## config.mk

```make
export PLATFORM = sky130hd
export DESIGN_NAME = regfile_mp_flat
export DESIGN_NICKNAME = d
export VERILOG_FILES = /design/src/rtl/regfile_pkg.sv /design/src/rtl/regfile_mp_if.sv /design/src/rtl/regfile_clear_fsm.sv /design/src/rtl/regfile_mp.sv /design/src/flat_wrapper.sv
export SDC_FILE = /design/constraint.sdc
export NUM_CORES = 2
export LEC_CHECK = 0
export CAP_MARGIN = 20
export CORE_MARGIN = 2
export CORE_UTILIZATION = 45
export CTS_CLUSTER_SIZE = 24
export DETAILED_ROUTE_END_ITERATION = 8
export DONT_BUFFER_PORTS = 1
export HOLD_SLACK_MARGIN = 0.05
export MAX_ROUTING_LAYER = met4
export PLACE_DENSITY = 0.64
export REMOVE_ABC_BUFFERS = 1
export SYNTH_ARGS = -nofsm -noshare
export SYNTH_HDL_FRONTEND = slang
export SYNTH_SLANG_ARGS = --single-unit
```

## constraint.sdc

```tcl
create_clock -name clk -period 8.2 [get_ports clk]
set_input_delay 2.05 -clock clk [delete_from_list [all_inputs] [get_ports clk]]
set_output_delay 2.05 -clock clk [all_outputs]
set_load 0.005 [all_outputs]
```

## src/rtl/regfile_pkg.sv

```systemverilog
`default_nettype none
// ============================================================================
//  regfile_pkg : shared types and defaults for the multi-port register file
//  Revision    : 1.0
// ============================================================================
package regfile_pkg;

   localparam int XLEN_DEF  = 32;
   localparam int DEPTH_DEF = 32;

   typedef enum logic {RF_READY, RF_CLEAR} rf_state_t;

   function automatic int rf_aw(input int depth);
      return $clog2(depth);
   endfunction

endpackage
`default_nettype wire

```

## src/rtl/regfile_mp_if.sv

```systemverilog
`default_nettype none
// ============================================================================
//  regfile_mp_if : read/write/debug bus of the multi-port register file
//  Revision      : 1.0
// ============================================================================
interface regfile_mp_if #(
   parameter int XLEN = 32,
   parameter int AW   = 5,
   parameter int NRD  = 2
);
   logic [NRD*AW-1:0]   ra;
   logic [NRD*XLEN-1:0] rd;
   logic                we;
   logic [AW-1:0]       wa;
   logic [XLEN-1:0]     wd;
   logic [AW-1:0]       dbg_a;
   logic [XLEN-1:0]     dbg_d;
   logic                busy;

   modport master (output ra, we, wa, wd, dbg_a, input rd, dbg_d, busy);
   modport slave  (input ra, we, wa, wd, dbg_a, output rd, dbg_d, busy);
endinterface
`default_nettype wire

```

## src/rtl/regfile_clear_fsm.sv

```systemverilog
`default_nettype none
// ============================================================================
//  regfile_clear_fsm : post-reset sequencer that walks entries 1..DEPTH-1 to 0
//  Revision          : 1.0
// ============================================================================
module regfile_clear_fsm
   import regfile_pkg::*;
#(
   parameter int DEPTH = 32,
   parameter int AW    = 5
) (
   input  wire logic          clk,
   input  wire logic          rst,
   output logic               busy,
   output logic               clr_we,
   output logic [AW-1:0]      clr_addr
);

   rf_state_t     r_state;
   logic [AW-1:0] r_cnt;
   logic          r_busy;

   // Reset only arms the sequence; the walk itself runs once rst drops.
   always_ff @(posedge clk) begin
      if (rst) begin
         r_state <= RF_CLEAR;
         r_cnt   <= AW'(1);
         r_busy  <= 1'b1;
      end else begin
         case (r_state)
            RF_CLEAR: begin
               if (r_cnt == AW'(DEPTH - 1)) begin
                  r_state <= RF_READY;
                  r_busy  <= 1'b0;
                  r_cnt   <= AW'(1);
               end else begin
                  r_cnt   <= r_cnt + AW'(1);
               end
            end
            RF_READY: begin
               r_busy <= 1'b0;
            end
            default: begin
               r_state <= RF_CLEAR;
               r_cnt   <= AW'(1);
               r_busy  <= 1'b1;
            end
         endcase
      end
   end

   assign busy     = r_busy;
   assign clr_we   = r_busy;
   assign clr_addr = r_cnt;

endmodule
`default_nettype wire

```

## src/rtl/regfile_mp.sv

```systemverilog
`default_nettype none
// ============================================================================
//  regfile_mp : NRD-read / 1-write register file, x0 hardwired, debug tap
//  Revision   : 1.0
// ============================================================================
module regfile_mp
   import regfile_pkg::*;
#(
   parameter int XLEN   = XLEN_DEF,
   parameter int DEPTH  = DEPTH_DEF,
   parameter int NRD    = 2,
   parameter int BYPASS = 1
) (
   input  wire logic   clk,
   input  wire logic   rst,
   regfile_mp_if.slave bus
);

   localparam int AW = rf_aw(DEPTH);

   logic [XLEN-1:0] r_mem [1:DEPTH-1];
   logic            w_busy;
   logic            w_clr_we;
   logic [AW-1:0]   w_clr_addr;

   regfile_clear_fsm #(
      .DEPTH (DEPTH),
      .AW    (AW)
   ) u_clear (
      .clk      (clk),
      .rst      (rst),
      .busy     (w_busy),
      .clr_we   (w_clr_we),
      .clr_addr (w_clr_addr)
   );

   // Clear owns the port while busy, so functional writes never collide with it.
   always_ff @(posedge clk) begin
      if (w_clr_we) begin
         r_mem[w_clr_addr] <= '0;
      end else if (bus.we && (bus.wa != '0) && !rst) begin
         r_mem[bus.wa] <= bus.wd;
      end
   end

   generate
      for (genvar i = 0; i < NRD; i++) begin : g_rd
         logic [AW-1:0]   w_ra;
         logic [XLEN-1:0] w_rd;

         assign w_ra = bus.ra[i*AW +: AW];

         always_comb begin
            w_rd = '0;
            if (!w_busy) begin
               if ((BYPASS != 0) && bus.we && (bus.wa == w_ra) && (bus.wa != '0)) begin
                  w_rd = bus.wd;
               end else if (w_ra != '0) begin
                  w_rd = r_mem[w_ra];
               end
            end
         end

         assign bus.rd[i*XLEN +: XLEN] = w_rd;
      end
   endgenerate

   always_comb begin
      bus.dbg_d = '0;
      if (!w_busy && (bus.dbg_a != '0)) begin
         bus.dbg_d = r_mem[bus.dbg_a];
      end
   end

   assign bus.busy = w_busy;

endmodule
`default_nettype wire

```

## src/flat_wrapper.sv

```systemverilog
// flat-port wrapper written by rule: the top's interface ports become plain ports
module regfile_mp_flat import regfile_pkg::*;
#(
   parameter int XLEN   = XLEN_DEF,
   parameter int DEPTH  = DEPTH_DEF,
   parameter int NRD    = 2,
   parameter int BYPASS = 1
)
  (clk, rst, bus_ra, bus_we, bus_wa, bus_wd, bus_dbg_a, bus_rd, bus_dbg_d, bus_busy);
  regfile_mp_if #(.XLEN(XLEN), .AW((5)), .NRD(NRD)) bus_i ();
  input  wire logic clk;
  input  wire logic rst;
  input wire logic [$bits(bus_i.ra)-1:0] bus_ra;
  input wire logic [$bits(bus_i.we)-1:0] bus_we;
  input wire logic [$bits(bus_i.wa)-1:0] bus_wa;
  input wire logic [$bits(bus_i.wd)-1:0] bus_wd;
  input wire logic [$bits(bus_i.dbg_a)-1:0] bus_dbg_a;
  output wire logic [$bits(bus_i.rd)-1:0] bus_rd;
  output wire logic [$bits(bus_i.dbg_d)-1:0] bus_dbg_d;
  output wire logic [$bits(bus_i.busy)-1:0] bus_busy;
  assign bus_i.ra = bus_ra;
  assign bus_i.we = bus_we;
  assign bus_i.wa = bus_wa;
  assign bus_i.wd = bus_wd;
  assign bus_i.dbg_a = bus_dbg_a;
  assign bus_rd = bus_i.rd;
  assign bus_dbg_d = bus_i.dbg_d;
  assign bus_busy = bus_i.busy;
  regfile_mp #(.XLEN(XLEN), .DEPTH(DEPTH), .NRD(NRD), .BYPASS(BYPASS)) u_core (.clk(clk), .rst(rst), .bus(bus_i));
endmodule
```

After elaboration in Yosys (flattened, before gate mapping)
Memories as Yosys holds them, arrays and structs flattened. Index checks and enable logic that the tools add are counted.

Bits in registers: 7. Bits in writable memories: 992. Word-level logic and storage cells: 44. Memories kept: 1.

Add/subtract/negate cells: 1. Equality and inequality tests: 4. Multiplexer cells: 20. Bitwise logic cells: 1. Reductions and logical operators: 14.

Memory list: u_core.r_mem (depth 31, bits a word 32, rd ports 3, clocked after Yosys merged registers in 0, wr ports 1, line regfile_mp.sv:21) `logic [XLEN-1:0] r_mem [1:DEPTH-1];`.

Operator list (count): two-way mux 32 bit (8); OR reduction 32 bit (1); nonzero test 5 bit (4); == test 5 bit (2); two-way mux 5 bit (2); two-way mux 1 bit (9); logical AND 1 bit (7); adder 5 x 1 -> 5 bit, second input constant (1); == test 5 bit, second input constant (1); logical NOT 1 bit (2); inequality test 2 x 1 -> 1 bit, second input constant (1); case mux 1 bit (2 select lines) (1); inverter 1 bit (1).

Logic depth before layout (Yosys ltp)
Depth in word-level cells: 8. Gate-level depth with buffers: 10. Mapped depth without buffers: 7.

By module
From an unflattened synthesis, not the netlist that was laid out.

Cell total of the unflattened synthesis: 3872. Area total of the unflattened synthesis: 55744.7 um2.

Modules (own cells, without submodules): regfile_mp (times used 1, cells each 3838, area each 55418.2 um2); regfile_clear_fsm (times used 1, cells each 34, area each 326.6 um2).

Least setup slack after synthesis
OpenSTA, ideal clock, no wires.

Kind: input to output. From: in bus_dbg_a[0]. To: out bus_dbg_d[19]. Arrival time: 3.973 ns. Path slack: 2.177 ns. Cell stages on the path: 5. Path through: buf_2 buf_1 mux4_2 mux4_2 a32o_1.

Longest elaborated chain between the ends: 3. Elaborated cells on any way between the ends: 4. Those cells by class: mux: 1; reduce/logical: 2; memory: 1.

Ends and longest elaborated chain: start: declaration (line flat_wrapper.sv:17) `input wire logic [$bits(bus_i.dbg_a)-1:0] bus_dbg_a;`; branches (longest 2 deep; another with memory (31 x 32 bit)); two-way mux 32 bit * (line regfile_mp.sv:70) `if (!w_busy && (bus.dbg_a != '0)) begin`; end: declaration (line flat_wrapper.sv:19) `output wire logic [$bits(bus_i.dbg_d)-1:0] bus_dbg_d;`.

Mark *: on every way between the ends.

Worst setup path in the final report
From: in bus_ra[5]. To: out bus_rd[32].

Longest elaborated chain between the ends: 5. Elaborated cells on any way between the ends: 8. Those cells by class: eq/ne: 1; mux: 3; reduce/logical: 3; memory: 1.

Ends and longest elaborated chain: start: declaration (line flat_wrapper.sv:13) `input wire logic [$bits(bus_i.ra)-1:0] bus_ra;`; branches (longest 3 deep; another with memory (31 x 32 bit)); two-way mux 32 bit * (line regfile_mp.sv:56) `if ((BYPASS != 0) && bus.we && (bus.wa == w_ra) && (bus.wa != '0)) begin`; two-way mux 32 bit * (line regfile_mp.sv:55) `if (!w_busy) begin`; end: declaration (line flat_wrapper.sv:18) `output wire logic [$bits(bus_i.rd)-1:0] bus_rd;`.

Marked as above.

==> impl_results.md <==
- Reg2Reg Setup Slack: between 3 and 4 ns
- Multi-input gate area: about 24000 µm²
- Syn avg cell area: 15.9 µm²
- RSZ-0062 raised after global routing: false
- Rows: roughly 130
- First-pass GRT wire length: about 260000 µm
- Initial Util: 45.3%
- H-tree Lvls: 3
- Worst-Margin Slew: about 1.5 ns
- YS warnings: 0
- Dpl hpwl: between 100000 and 150000 µm
- Met1 WL: approximately 71000 µm
- Fin. max-slew vios: 0
- Async SR Flop Fraction: 0%
- I/O pin total: ~150
- Vias in the first global route: about 35000
- Largest net degree at the start of global routing: 327
- Setup Buffers After CTS: 0
- R2R depth: 7
- Hold Path Depth: 2
- Final wirelength: approximately 190000 µm
- DRC errors left: 0
- CTS Hold Bufs: 0
- Drt wl/cell: about 37 µm
- Worst path bufs/invs: 1
- Synth Register Bits: between 900 and 1000
- Clk sinks: between 900 and 1000
- Post_cts resized: 0
- Final min period: between 7 and 8 ns
- Post-DRT Antenna Nets: 0
- Most frequent cells in the layout: edfxtp_1 (992), mux2i_1 (544), mux4_2 (510)
- DIE HEIGHT: roughly 350 µm
- Worst-Skew Late Latency: 0.72 ns
- Leakage: approximately 19 nW
- Dpl cell area: roughly 57000 µm²
- Gpl congestion: 0.856
- CP max stage delay: 1.15 ns
- DRT iter0 DRCs: 5576
- Unique cell type count in the Yosys netlist: 53
- Post-Syn Area: ~55000 µm²
- Commonest non-fill, non-tap cell in the layout: edfxtp_1
- Utilization after layout: 49.5%
- Peak supply drop: approximately 0.18 mV
- Top cell type by total area after synthesis: edfxtp_1
- Worst setup path category: in2out
- Worst setup SP type: input port
- Reg clk slew, reported paths: around 0.060 ns
- CTS tree: yes
- Router iterations before antenna repair: 6
- Ys flop type: edfxtp_1
- GRT Overall Usage: 30.1%
- Outcome: complete, no violations
- Gr ovfl total: 0
- WL met2: about 86000 µm
- Clock root buffer: clkbuf_16
- Reg2reg start: u_core.u_clear.busy$_SDFFE_PP1N_
- Die W: ~350 µm
- Nature of the critical path endpoint: output pin
- Top delay family on crit path: simple AND/OR/NAND/NOR gates
- Placed cell count: between 4000 and 5000
- Core footprint: between 100000 and 150000 µm²
- MaxCap Viol Count: 0
- Worst Skew: around 0.017 ns
- Min-Delay Endpoint: u_core.u_clear.clr_addr[1]$_SDFFE_PP0P_
- Final setup fails: 0
- Final hold vios: 0
- Worst min path class: reg2reg
- Post-route cell area: around 60000 µm²
- Layout cells sized above 1: 24.3%
- Wire length on met3: around 23000 µm
- Synth top area share: 53.9%
- Reg area: ~30000 µm²
- Area Growth Syn to Fin: 9.13%
- Final TNS setup: 0 ns
- Reg2reg end: u_core.r_mem[27][14]$_DFFE_PP_
- Initial antenna violation count: 5
- CP Data Required Time: a little over 6 ns
- F_max: approximately 140 MHz
- Uppermost layer routed: met4
- Fillers: between 10000 and 15000
- Slowest-stage cell, CP: nor2b_4
- PwrDens: 189 nW/µm²
- Hold Startpoint: u_core.u_clear.clr_addr[1]$_SDFFE_PP0P_
- Slew Limit Headroom: 3.26%
- Fin crit share: between 80% and 90%
- WHS: between 0.5 and 0.6 ns
- Synth area leaders: edfxtp_1 (54%), mux4_2 (21%), mux2i_1 (9.9%)
- Via count: 36500
- Routed vias/inst: 7.25
- NumNets Final: ~3400
- Crit-path cells: nor2b_4, buf_4, a22oi_1, a41oi_1, o21ai_0, a22o_1
- Die area: between 100000 and 150000 µm²
- Number of synthesized flops with an enable pin: about 1000
- CP Max Fanout: around 330
- Cell count after synthesis: 3471
- Deepest clock path buffer count: 3
- Non-filler cells, final: roughly 5000
- CP arrival: 5.17 ns
- Register area share after synthesis: 54.2%
- PortBufs: 0
- Total CTS buffers: 109
[cell type report]
type	count	area share, %
flip-flops and latches	999	49.6
clock inverters	65	1.07
diodes	2	0.00830
repair buffers	71	1.14
well taps	1625	3.37
multi-input cells	2136	40.1
inverters	3	0.0187
clock buffers	135	4.69
[state kept, by name (all words and copies together), names as in the netlist]
register                 count
u_core.u_clear.busy          1
u_core.r_mem               992
u_core.u_clear.clr_addr      5
u_core.u_clear.r_state       1
[how the worst max path moves through the flow]
stage	startpoint	to	cells past startpoint
floorplan	bus_wa[0]	bus_rd[32]	4
global placement	bus_ra[1]	bus_rd[16]	6
detailed placement	bus_ra[1]	bus_rd[28]	6
CTS	bus_ra[1]	bus_rd[16]	6
global route	bus_ra[5]	bus_rd[57]	6
finish	bus_ra[5]	bus_rd[32]	6
[cell families (layout without fill, tap and decap cells)]
family	count (synthesis)	count (layout)	share of synthesized area (%)
AO/OA/AOI/OAI	561	561	7.50
other	0	2	0
adder cells (fa/ha/maj)	2	2	0.0453
buffers and inverters	336	274	2.75
XOR/XNOR	10	10	0.159
multiplexers	1097	1097	31.5
flip-flops	999	999	54.2
AND/OR/NAND/NOR	466	466	3.84
[report_power, final]
group	switching (mW)	total, mW	internal, mW
Sequential	0.0444	5.66	5.61
Combinational	0.392	0.845	0.453
Clock	2.09	4.88	2.78
Total	2.53	11.4	8.85
[stage by stage]
step / power (mW) / setup WS [ns]
2_1_floorplan: 6.34 / 1.12
3_3_place_gp: 6.56 / 1.77
3_5_place_dp: 6.57 / 1.71
4_1_cts: 11.4 / 1.72
5_1_grt: 11.6 / 1.27
6_report: 11.4 / 0.980
[metal layers]
metal	global-route usage (%)	vias up
li1	-	14400
met1	40.1	19000
met2	45.1	2591
met3	7.39	467
met4	11.1	0
met5	-	-
[synth_stat cells (25+ instances only)]
library cell	number
mux4_2	510
o22ai_1	129
buf_1	30
edfxtp_1	992
mux2i_1	544
nand3_1	41
a32o_1	64
mux2_2	37
buf_2	107
nor2_1	138
o221ai_1	25
a221o_1	31
a41oi_1	32
clkbuf_1	170
a211oi_1	63
o21ai_0	38
a21oi_1	68
a22oi_1	63
nor3_1	103
and2_1	34
a22o_1	32
nand2_1	114
[worst min-delay path: stages, from the launching register on]
cell	delay (ns)
dfxtp_1	0.36
mux2i_1	0.14
nor2_1	0.05
(Power assumes the default switching activity.)
